$ cat src/rtl/control_fsm_mips_if.sv
// Control bundle between the multi-cycle MIPS control FSM and its data tract.
// The FSM side uses the master modport; the data tract uses slave.
interface control_fsm_mips_if #(
    parameter int unsigned COUNT_W = 32
);
    logic [31:0]        i_instruction;
    logic               i_run;
    logic               o_r_1_en;
    logic               o_r_2_en;
    logic               o_w_en;
    logic               o_reg_dst;
    logic               o_is_branch;
    logic               o_is_jump;
    logic [1:0]         o_alu_op_type_1;
    logic [1:0]         o_alu_op_type_2;
    logic               o_alu_op_type_3;
    logic               o_alu_is_signed;
    logic               o_alu_src;
    logic               o_mem_write;
    logic               o_mem_to_reg;
    logic               o_pc_en;
    logic               o_illegal;
    logic               o_halted;
    logic [COUNT_W-1:0] o_instr_count;

    modport master (
        input  i_instruction, i_run,
        output o_r_1_en, o_r_2_en, o_w_en, o_reg_dst, o_is_branch, o_is_jump,
               o_alu_op_type_1, o_alu_op_type_2, o_alu_op_type_3, o_alu_is_signed,
               o_alu_src, o_mem_write, o_mem_to_reg, o_pc_en, o_illegal, o_halted,
               o_instr_count
    );

    modport slave (
        output i_instruction, i_run,
        input  o_r_1_en, o_r_2_en, o_w_en, o_reg_dst, o_is_branch, o_is_jump,
               o_alu_op_type_1, o_alu_op_type_2, o_alu_op_type_3, o_alu_is_signed,
               o_alu_src, o_mem_write, o_mem_to_reg, o_pc_en, o_illegal, o_halted,
               o_instr_count
    );
endinterface

$ cat src/rtl/control_fsm_mips.sv
// Multi-cycle MIPS control unit: FETCH -> DECODE -> EXEC -> MEM -> WB with registered
// control outputs, a one-pulse PC enable per instruction and a retired-instruction counter.
module control_fsm_mips #(
    parameter int unsigned COUNT_W          = 32,
    parameter bit          STALL_ON_ILLEGAL = 1'b0
) (
    input logic                 i_clk,
    input logic                 i_reset,
    control_fsm_mips_if.master  ctrl_io
);

    typedef enum logic [2:0] {StFetch, StDecode, StExec, StMem, StWb, StHalt} state_e;
    typedef enum logic [2:0] {
        KindIllegal, KindR, KindImm, KindLw, KindSw, KindBeq, KindJ
    } kind_e;

    typedef struct packed {
        logic       r_1_en;
        logic       r_2_en;
        logic       w_en;
        logic       reg_dst;
        logic       is_branch;
        logic       is_jump;
        logic [1:0] op_1;
        logic [1:0] op_2;
        logic       is_signed;
        logic       alu_src;
        logic       mem_write;
        logic       mem_to_reg;
        logic       pc_en;
        logic       illegal;
        logic       halted;
    } ctrl_t;

    // IR keeps only {opcode, funct}; register fields are consumed by the data tract.
    function automatic kind_e kind_of(input logic [11:0] ir);
        kind_e k;
        k = KindIllegal;
        case (ir[11:6])
            6'h00: if (ir[5:0] inside {6'h20, 6'h21, 6'h22, 6'h23, 6'h24, 6'h25,
                                       6'h26, 6'h27, 6'h2A, 6'h2B}) k = KindR;
            6'h08, 6'h09: k = KindImm;
            6'h23: k = KindLw;
            6'h2B: k = KindSw;
            6'h04: k = KindBeq;
            6'h02: k = KindJ;
            default: k = KindIllegal;
        endcase
        return k;
    endfunction

    // Returns {op_1, op_2, is_signed}.
    function automatic logic [4:0] alu_of(input logic [11:0] ir);
        logic [4:0] f;
        f = '0;
        if (ir[11:6] == 6'h00) begin
            case (ir[5:0])
                6'h20: f = 5'b00_00_1;
                6'h21: f = 5'b00_00_0;
                6'h22: f = 5'b00_01_1;
                6'h23: f = 5'b00_01_0;
                6'h24: f = 5'b01_00_0;
                6'h25: f = 5'b01_01_0;
                6'h26: f = 5'b01_10_0;
                6'h27: f = 5'b01_11_0;
                6'h2A: f = 5'b10_00_1;
                6'h2B: f = 5'b10_00_0;
                default: f = '0;
            endcase
        end else begin
            case (ir[11:6])
                6'h08, 6'h23, 6'h2B: f = 5'b00_00_1;
                6'h09:               f = 5'b00_00_0;
                6'h04:               f = 5'b00_01_1;
                default:             f = '0;
            endcase
        end
        return f;
    endfunction

    function automatic ctrl_t ctrl_of(input state_e st, input logic [11:0] ir);
        ctrl_t c;
        kind_e k;
        logic  last;
        c    = '0;
        k    = kind_of(ir);
        last = (st == StWb) || (st == StMem && k == KindSw) ||
               (st == StExec && (k == KindBeq || k == KindJ));
        case (st)
            StDecode: begin
                c.r_1_en = 1'b1;
                c.r_2_en = k inside {KindR, KindSw, KindBeq};
                if (k == KindIllegal) begin
                    c.illegal = 1'b1;
                    c.pc_en   = !STALL_ON_ILLEGAL;
                end
            end
            StExec, StMem, StWb: begin
                c.r_1_en                     = 1'b1;
                c.r_2_en                     = k inside {KindR, KindSw, KindBeq};
                c.reg_dst                    = (k == KindR);
                c.alu_src                    = k inside {KindImm, KindLw, KindSw, KindBeq};
                {c.op_1, c.op_2, c.is_signed} = alu_of(ir);
                c.pc_en                      = last;
                c.w_en                       = last && (st == StWb);
                c.mem_write                  = last && (st == StMem);
                c.mem_to_reg                 = (st == StWb) && (k == KindLw);
                c.is_branch                  = (st == StExec) && (k == KindBeq);
                c.is_jump                    = (st == StExec) && (k == KindJ);
            end
            StHalt:  c.halted = 1'b1;
            default: c = '0;
        endcase
        return c;
    endfunction

    state_e             state_q, state_d;
    logic [11:0]        ir_q, ir_d;
    ctrl_t              ctrl_q, ctrl_d;
    logic [COUNT_W-1:0] count_q;
    kind_e              kind_q;
    logic               unused_instr;

    assign kind_q       = kind_of(ir_q);
    assign unused_instr = ^ctrl_io.i_instruction[25:6];

    always_comb begin
        state_d = state_q;
        ir_d    = ir_q;
        case (state_q)
            StFetch: if (ctrl_io.i_run) begin
                ir_d    = {ctrl_io.i_instruction[31:26], ctrl_io.i_instruction[5:0]};
                state_d = StDecode;
            end
            StDecode: begin
                if (kind_q == KindIllegal) state_d = STALL_ON_ILLEGAL ? StHalt : StFetch;
                else                       state_d = StExec;
            end
            StExec: begin
                if (kind_q inside {KindR, KindImm})      state_d = StWb;
                else if (kind_q inside {KindLw, KindSw}) state_d = StMem;
                else                                     state_d = StFetch;
            end
            StMem:   state_d = (kind_q == KindLw) ? StWb : StFetch;
            StWb:    state_d = StFetch;
            StHalt:  state_d = StHalt;
            default: state_d = StFetch;
        endcase
        // Outputs are registered: decode what the next cycle's state and IR will be.
        ctrl_d = ctrl_of(state_d, ir_d);
    end

    always_ff @(posedge i_clk or negedge i_reset) begin
        if (!i_reset) begin
            state_q <= StFetch;
            ir_q    <= '0;
            ctrl_q  <= '0;
            count_q <= '0;
        end else begin
            state_q <= state_d;
            ir_q    <= ir_d;
            ctrl_q  <= ctrl_d;
            if (ctrl_d.pc_en && !ctrl_d.illegal) count_q <= count_q + COUNT_W'(1);
        end
    end

    assign ctrl_io.o_r_1_en        = ctrl_q.r_1_en;
    assign ctrl_io.o_r_2_en        = ctrl_q.r_2_en;
    assign ctrl_io.o_w_en          = ctrl_q.w_en;
    assign ctrl_io.o_reg_dst       = ctrl_q.reg_dst;
    assign ctrl_io.o_is_branch     = ctrl_q.is_branch;
    assign ctrl_io.o_is_jump       = ctrl_q.is_jump;
    assign ctrl_io.o_alu_op_type_1 = ctrl_q.op_1;
    assign ctrl_io.o_alu_op_type_2 = ctrl_q.op_2;
    assign ctrl_io.o_alu_op_type_3 = 1'b0;
    assign ctrl_io.o_alu_is_signed = ctrl_q.is_signed;
    assign ctrl_io.o_alu_src       = ctrl_q.alu_src;
    assign ctrl_io.o_mem_write     = ctrl_q.mem_write;
    assign ctrl_io.o_mem_to_reg    = ctrl_q.mem_to_reg;
    assign ctrl_io.o_pc_en         = ctrl_q.pc_en;
    assign ctrl_io.o_illegal       = ctrl_q.illegal;
    assign ctrl_io.o_halted        = ctrl_q.halted;
    assign ctrl_io.o_instr_count   = count_q;

endmodule

$ cat src/flat_wrapper.sv
// flat-port wrapper written by rule: the top's interface ports become plain ports
module control_fsm_mips_flat 
#(
    parameter int unsigned COUNT_W          = 32,
    parameter bit          STALL_ON_ILLEGAL = 1'b0
)
  (i_clk, i_reset, ctrl_io_i_instruction, ctrl_io_i_run, ctrl_io_o_r_1_en, ctrl_io_o_r_2_en, ctrl_io_o_w_en, ctrl_io_o_reg_dst, ctrl_io_o_is_branch, ctrl_io_o_is_jump, ctrl_io_o_alu_op_type_1, ctrl_io_o_alu_op_type_2, ctrl_io_o_alu_op_type_3, ctrl_io_o_alu_is_signed, ctrl_io_o_alu_src, ctrl_io_o_mem_write, ctrl_io_o_mem_to_reg, ctrl_io_o_pc_en, ctrl_io_o_illegal, ctrl_io_o_halted, ctrl_io_o_instr_count);
  control_fsm_mips_if #(.COUNT_W(COUNT_W)) ctrl_io_i ();
  input logic i_clk;
  input logic i_reset;
  input wire logic [$bits(ctrl_io_i.i_instruction)-1:0] ctrl_io_i_instruction;
  input wire logic [$bits(ctrl_io_i.i_run)-1:0] ctrl_io_i_run;
  output wire logic [$bits(ctrl_io_i.o_r_1_en)-1:0] ctrl_io_o_r_1_en;
  output wire logic [$bits(ctrl_io_i.o_r_2_en)-1:0] ctrl_io_o_r_2_en;
  output wire logic [$bits(ctrl_io_i.o_w_en)-1:0] ctrl_io_o_w_en;
  output wire logic [$bits(ctrl_io_i.o_reg_dst)-1:0] ctrl_io_o_reg_dst;
  output wire logic [$bits(ctrl_io_i.o_is_branch)-1:0] ctrl_io_o_is_branch;
  output wire logic [$bits(ctrl_io_i.o_is_jump)-1:0] ctrl_io_o_is_jump;
  output wire logic [$bits(ctrl_io_i.o_alu_op_type_1)-1:0] ctrl_io_o_alu_op_type_1;
  output wire logic [$bits(ctrl_io_i.o_alu_op_type_2)-1:0] ctrl_io_o_alu_op_type_2;
  output wire logic [$bits(ctrl_io_i.o_alu_op_type_3)-1:0] ctrl_io_o_alu_op_type_3;
  output wire logic [$bits(ctrl_io_i.o_alu_is_signed)-1:0] ctrl_io_o_alu_is_signed;
  output wire logic [$bits(ctrl_io_i.o_alu_src)-1:0] ctrl_io_o_alu_src;
  output wire logic [$bits(ctrl_io_i.o_mem_write)-1:0] ctrl_io_o_mem_write;
  output wire logic [$bits(ctrl_io_i.o_mem_to_reg)-1:0] ctrl_io_o_mem_to_reg;
  output wire logic [$bits(ctrl_io_i.o_pc_en)-1:0] ctrl_io_o_pc_en;
  output wire logic [$bits(ctrl_io_i.o_illegal)-1:0] ctrl_io_o_illegal;
  output wire logic [$bits(ctrl_io_i.o_halted)-1:0] ctrl_io_o_halted;
  output wire logic [$bits(ctrl_io_i.o_instr_count)-1:0] ctrl_io_o_instr_count;
  assign ctrl_io_i.i_instruction = ctrl_io_i_instruction;
  assign ctrl_io_i.i_run = ctrl_io_i_run;
  assign ctrl_io_o_r_1_en = ctrl_io_i.o_r_1_en;
  assign ctrl_io_o_r_2_en = ctrl_io_i.o_r_2_en;
  assign ctrl_io_o_w_en = ctrl_io_i.o_w_en;
  assign ctrl_io_o_reg_dst = ctrl_io_i.o_reg_dst;
  assign ctrl_io_o_is_branch = ctrl_io_i.o_is_branch;
  assign ctrl_io_o_is_jump = ctrl_io_i.o_is_jump;
  assign ctrl_io_o_alu_op_type_1 = ctrl_io_i.o_alu_op_type_1;
  assign ctrl_io_o_alu_op_type_2 = ctrl_io_i.o_alu_op_type_2;
  assign ctrl_io_o_alu_op_type_3 = ctrl_io_i.o_alu_op_type_3;
  assign ctrl_io_o_alu_is_signed = ctrl_io_i.o_alu_is_signed;
  assign ctrl_io_o_alu_src = ctrl_io_i.o_alu_src;
  assign ctrl_io_o_mem_write = ctrl_io_i.o_mem_write;
  assign ctrl_io_o_mem_to_reg = ctrl_io_i.o_mem_to_reg;
  assign ctrl_io_o_pc_en = ctrl_io_i.o_pc_en;
  assign ctrl_io_o_illegal = ctrl_io_i.o_illegal;
  assign ctrl_io_o_halted = ctrl_io_i.o_halted;
  assign ctrl_io_o_instr_count = ctrl_io_i.o_instr_count;
  control_fsm_mips #(.COUNT_W(COUNT_W), .STALL_ON_ILLEGAL(STALL_ON_ILLEGAL)) u_core (.i_clk(i_clk), .i_reset(i_reset), .ctrl_io(ctrl_io_i));
endmodule
$ cat config.mk
export PLATFORM = sky130hd
export DESIGN_NAME = control_fsm_mips_flat
export DESIGN_NICKNAME = d
export VERILOG_FILES = /design/src/rtl/control_fsm_mips_if.sv /design/src/rtl/control_fsm_mips.sv /design/src/flat_wrapper.sv
export SDC_FILE = /design/constraint.sdc
export NUM_CORES = 1
export LEC_CHECK = 0
export BUFFER_PORTS_ARGS = -buffer_cell sky130_fd_sc_hd__buf_2
export CORE_MARGIN = 3
export CORE_UTILIZATION = 30
export CTS_BUF_LIST = sky130_fd_sc_hd__clkbuf_16
export CTS_CLUSTER_SIZE = 20
export DETAILED_ROUTE_END_ITERATION = 7
export GPL_TIMING_DRIVEN = 1
export PLACE_DENSITY_LB_ADDON = 0.3
export SLEW_MARGIN = 20
export SYNTH_ARGS = -nofsm -noshare
export SYNTH_HDL_FRONTEND = slang
export SYNTH_SLANG_ARGS = --single-unit
$ cat constraint.sdc
create_clock -name i_clk -period 2.4 [get_ports i_clk]
set_input_delay 0.48 -clock i_clk [delete_from_list [all_inputs] [get_ports i_clk]]
set_output_delay 0.48 -clock i_clk [all_outputs]
set_load 0.01 [all_outputs]
* After elaboration in Yosys (flattened, before gate mapping)
Cells that the tools add are included.
** Word-level totals
- Register bits :: 64
- Latch bits :: 0
- Bits in writable memories :: 0
- ROM bits :: 0
- Input bits :: 35
- Output and inout bits :: 50
- Logic and storage cells :: 119
- Memories :: 0
** Cells by class
- Add/subtract/negate cells :: 1
- Multiply operators :: 0
- Divide/modulo/power cells :: 0
- Order comparisons :: 0
- Eq/ne operators :: 51
- Shift-type cells :: 0
- Muxes and demuxes :: 21
- Bitwise gates (word level) :: 0
- Reductions and logical operators :: 28
** Operators with widths (number)
- == test 6 bit (second input constant) :: 24
- one-hot mux 5 bit (9 select lines) :: 1
- 2-to-1 mux 12 bit :: 3
- one-hot mux 3 bit (6 select lines) :: 2
- adder 32 x 1 -> 32 bit (second input constant) :: 1
- == test 3 x 2 -> 1 bit (second input constant) :: 8
- == test 6 x 4 -> 1 bit (second input constant) :: 4
- == test 3 bit (second input constant) :: 7
- nonzero test 10 bit :: 2
- one-hot mux 3 bit (5 select lines) :: 1
- == test 3 x 1 -> 1 bit (second input constant) :: 4
- == test 6 x 2 -> 1 bit (second input constant) :: 2
- == test 6 x 3 -> 1 bit (second input constant) :: 2
- zero test 6 bit :: 2
- zero test 3 bit :: 3
- 2-to-1 mux 3 bit :: 3
- logical AND 1 bit :: 8
- 2-to-1 mux 2 bit :: 4
- OR reduction 3 bit :: 2
- 2-to-1 mux 5 bit :: 1
- 2-to-1 mux 1 bit :: 4
- one-hot mux 2 bit (2 select lines) :: 1
- nonzero test 2 bit :: 2
- nonzero test 4 bit :: 1
- other kinds (6) :: 9

* Longest topological paths before layout
- Depth in word-level cells :: 15
- Gate-level depth with buffers :: 8
- Mapped depth without buffers :: 6

* Worst setup path before layout
OpenSTA, ideal clock, no wires.
- Path kind :: register to register
- Start point :: register u_core.ir_q[6]
- End point :: register u_core.count_q[1], in the netlist u_core.ctrl_io.o_instr_count[1]
- Setup time :: 125 ps
- Arrival time :: 2098 ps
- Data required time :: 2275 ps
- Setup slack :: 177 ps
- Cell stages (with the launch flop) :: 8
- Buffers on the path :: 1
- Cells stage by stage :: dfrtp_1 > buf_2 > or4b_1 > o21ai_1 > nor4b_2 > a211oi_4 > nor2_1 > mux2_2
** Between the ends
- Word-level cells in the longest chain between the ends :: 14
- Elaborated cells on any way between the ends :: 51
- Classes of those cells :: 23 x eq/ne; 12 x mux; 16 x reduce/logical
** Ends and longest elaborated chain
- from (decl) :: RTL line control_fsm_mips.sv:118 : logic [11:0] ir_q, ir_d;
- from (signal assigned) :: RTL line control_fsm_mips.sv:161 : ir_q <= ir_d;
- == test 6 x 4 -> 1 bit :: RTL line control_fsm_mips.sv:39 : case (ir[11:6])
- OR reduction 2 bit :: RTL line control_fsm_mips.sv:39
- one-hot mux 3 bit (6 select lines) :: RTL line control_fsm_mips.sv:39
- == test 3 x 2 -> 1 bit or == test 3 bit (tied branches) :: RTL line control_fsm_mips.sv:141, control_fsm_mips.sv:144
- nonzero test 2 bit :: RTL line control_fsm_mips.sv:141 : else if (kind_q inside {KindLw, KindSw}) state_d = StMem;
- 2-to-1 mux 2 bit :: RTL line control_fsm_mips.sv:141
- 2-to-1 mux 3 bit :: RTL line control_fsm_mips.sv:140 : if (kind_q inside {KindR, KindImm}) state_d = StWb;
- one-hot mux 3 bit (5 select lines) :: RTL line control_fsm_mips.sv:130 : case (state_q)
- == test 3 x 2 -> 1 bit :: RTL line control_fsm_mips.sv:87, control_fsm_mips.sv:89
- logical AND 1 bit :: RTL line control_fsm_mips.sv:87 : last = (st == StWb) || (st == StMem && k == KindSw) ||
- logical OR 1 bit (2 in series) :: RTL line control_fsm_mips.sv:87
- one-hot mux 1 bit (2 select lines) :: RTL line control_fsm_mips.sv:89 : case (st)
- logical AND 1 bit (*) :: RTL line control_fsm_mips.sv:163 : if (ctrl_d.pc_en && !ctrl_d.illegal) count_q <= count_q + COUNT_W'(1);
- to (signal assigned) :: RTL line control_fsm_mips.sv:163
- to (decl) :: RTL line control_fsm_mips.sv:120 : logic [COUNT_W-1:0] count_q;
Mark *: on every way between the ends. The rest lies on a longest branch, timed or not.
A chain may end at the register's enable or synchronous reset.

* Worst setup path after layout
- Start point :: register u_core.ir_q[7]
- End point :: register u_core.count_q[5], in the netlist u_core.ctrl_io.o_instr_count[5]
Same word-level chain as after synthesis.

==> impl_results.md <==
* Post-synthesis adder-cell area fraction at 0.00365
* Fillers at 1089
* Mapped Cells at 350
* Worst-Skew Late Latency at roughly 0.32 ns
* Leakage Power at 2.06 nW
* Post-detailed-routing wire length at 8620 um
* Largest net degree at the start of global routing at 31
* RSZ-0062 raised after global routing: no
* Final setup viols at 0
* Layout area overhead at 30.2%
* FF+latch area at roughly 1600 um^2
* CTS max path bufs at 2
* Hold WS at 0.141 ns
* Core Footprint at 11000 um^2
* Cell taking the most area after synthesis: dfrtp_1
* Netlist cell types at 55
* Antenna violations before repair at 0
* Setup TNS at 0 ns
* Multi-input gate area at 1760 um^2
* Compound-cell area share of the yosys netlist at 0.144
* R2R Setup Slk at 0.11 ns
* Largest family of logic cells by synthesized area: simple AND/OR/NAND/NOR gates
* Placed instance area at 4060 um^2
* Crit path capture type: flip-flop
* CP bufs+invs at 2
* Maximum vdd drop at 0.000493 V
* Vias/cell at approximately 5
* Max-Slew Margin vs Limit at 0.631
* Simple logic cell fraction of the synthesized area at 0.240
* Root Buffer: clkbuf_16
* Status: complete, no violations
* Final Critical Period at between 2 and 2.5 ns
* DRC at 0
* Die footprint at 12700 um^2
* Initial DRC Count at 132
* #FFs+latches synth at 64
* Max Cap Viol at 0
* CP Max Fanout at 9
* # port buffers at 63
* Vias at between 2000 and 3000
* Clock-pin slew on the worst setup and hold paths at 0.06 ns
* Multiplexer share of the synthesized area at 0.0215
* Ys async rst share at 1.00
* Place WS at 0.0554 ns
* Dominant cells by area after synthesis: dfrtp_1 47%, xnor2_1 8.2%, nand2_1 4.4%
* Drt pass-1 iters at 4
* Total power at between 3 and 4 mW
* Maximum clock frequency at between 400 and 500 MHz
* Diodes inserted at 0
* DP HPWL at 6200 um
* Sequential area share after synthesis at 0.467
* First-pass GRT wire length at 14500 um
* Top-Level Pins at 85
* Top delay family on crit path: compound AO/OA/AOI/OAI gates
* Startpoint Class: flip-flop
* Clk_skew at around 0.0072 ns
* Final Wtd Congestion at 0.801
* P per Cell Area at approximately 800 nW/um^2
* Synthesized cell area at ~3400 um^2
* Syn avg cell area at 9.79 um^2
* Share of layout cells above drive strength 1 at 0.301
* Design Area, Final at 4460 um^2
* Row cnt at 38
* Max-slew violations at 0
* Setup Crit Path Kind: flip-flop to flip-flop
* Largest register FFs at 32
* Vias in the first global route at 2872
* TritonCTS buffer count at 9
* Tightest Hold Check Type: input port to asynchronous set/reset pin
* XOR/XNOR share of the synthesized area at 0.0844
* CP Data Arrival Time at 2.49 ns
* Most frequent cells in the layout: 63 x buf_2, 61 x dfrtp_1, 40 x nand2_1
* Actual slew at the worst max-slew pin at around 0.55 ns
* Top cell type's share of synthesized area at 0.467
* CTS tree: done
* Die extent in x at 113 um
* Clock sink total at 64
* Synth Flop Type: dfrtp_1
* Total GRT Usage at 0.139
* CP peak stage delay at 0.58 ns
* Worst EP required at 2.60 ns
* Net Count, Synth at 386
* Initial Util at 0.312
* Final core occ at 0.406
* Fin. Hold Viols at 0
* Critical path depth at 8
* ANT nets after route at 0
* Slowest-stage cell, CP: or4b_1
* Most common cell after layout, fill and taps aside: buf_2
* Placed Instances at 559
* R2r worst-path depth at 8
* Final net count at between 400 and 500
* Final period util at 0.953
* H-tree levels at 3
* Reg-to-reg startpoint: u_core.ir_q[7]
* Ys Warns at 0
* Die Y at 113 um
* Most used cell, CP: buf_4
* Grt ovf at 0
* Non-Filler Instances at 578
* Critical Path, Cell by Cell: or4b_1 -> o31ai_2 -> o21ai_2 -> a211oi_4 -> buf_4 -> buf_4 -> o2111ai_1 -> xnor2_1
* Worst R2R End: u_core.ctrl_io.o_instr_count[5]
* EDFF count, synth at 0
* Setup slack after layout at 0.114 ns
* Detailed-route wire length per cell at 14.9 um
## timing repair
action	in CTS	in global routing
gates resized for setup	0	13
buffers inserted	0	3
setup endpoints to repair	0	32
hold buffers	0	0
## metal layers
| metal | part of all wire | GRT usage | vias up |
|---|---|---|---|
| met5 | 0 | 0 | - |
| met3 | 0.051 | 0.0374 | 5 |
| met4 | 0.0081 | 0.0288 | 0 |
| met1 | 0.49 | 0.199 | 1407 |
| met2 | 0.45 | 0.211 | 69 |
| li1 | - | - | 1421 |
## report_power, final
part	switching [mW]	internal, mW
registers	0.111	1.19
clock network	0.467	0.899
logic	0.508	0.406
## worst register-to-register path, stage by stage (launching register included)
cell and delay [ns]:
dfrtp_2 0.44, or4b_1 0.58, o31ai_2 0.13, o21ai_2 0.13, a211oi_4 0.23, buf_4 0.18
buf_4 0.18, o2111ai_1 0.16, xnor2_1 0.15
## worst max-delay path by stage
stage / from / to / slack (ns)
2_1_floorplan: u_core.ir_q[6] / u_core.ctrl_io.o_instr_count[1] / 0.18
3_3_place_gp: ctrl_io_i_run / u_core.ctrl_io.o_pc_en / 0.04
3_5_place_dp: ctrl_io_i_run / u_core.ctrl_io.o_illegal / 0.06
4_1_cts: u_core.ir_q[6] / u_core.ctrl_io.o_instr_count[8] / 0.05
5_1_grt: u_core.ir_q[7] / u_core.ctrl_io.o_instr_count[5] / 0.004
6_report: u_core.ir_q[7] / u_core.ctrl_io.o_instr_count[5] / 0.11
## area by class of cell
cell class / count / share of cell area
multi-input combinational: 257 / 0.394
sequential: 64 / 0.360
timing repair buffer: 94 / 0.131
tap: 140 / 0.0393
inverter: 7 / 0.00589
clock buffer: 9 / 0.0505
clock inverter: 7 / 0.0196
## Yosys cell counts, types with 5 or more instances
cell,instances
clkbuf_1,10
buf_2,7
nand3_1,9
o21ai_0,7
nand2_1,40
nor3_1,12
o2111ai_1,8
dfrtp_1,64
and2_1,5
nor2_1,18
or3_1,6
nand2b_1,10
and3_1,10
xnor2_1,32
o211ai_1,20
a21oi_1,9
o21ai_1,5
inv_1,7
## cell families after synthesis
group	after synthesis
compound gates	68
simple gates	147
other cells	1
mux	7
buf+inv	29
fa+ha+maj	1
xor+xnor	33
flops	64
(Power assumes the default switching activity.)
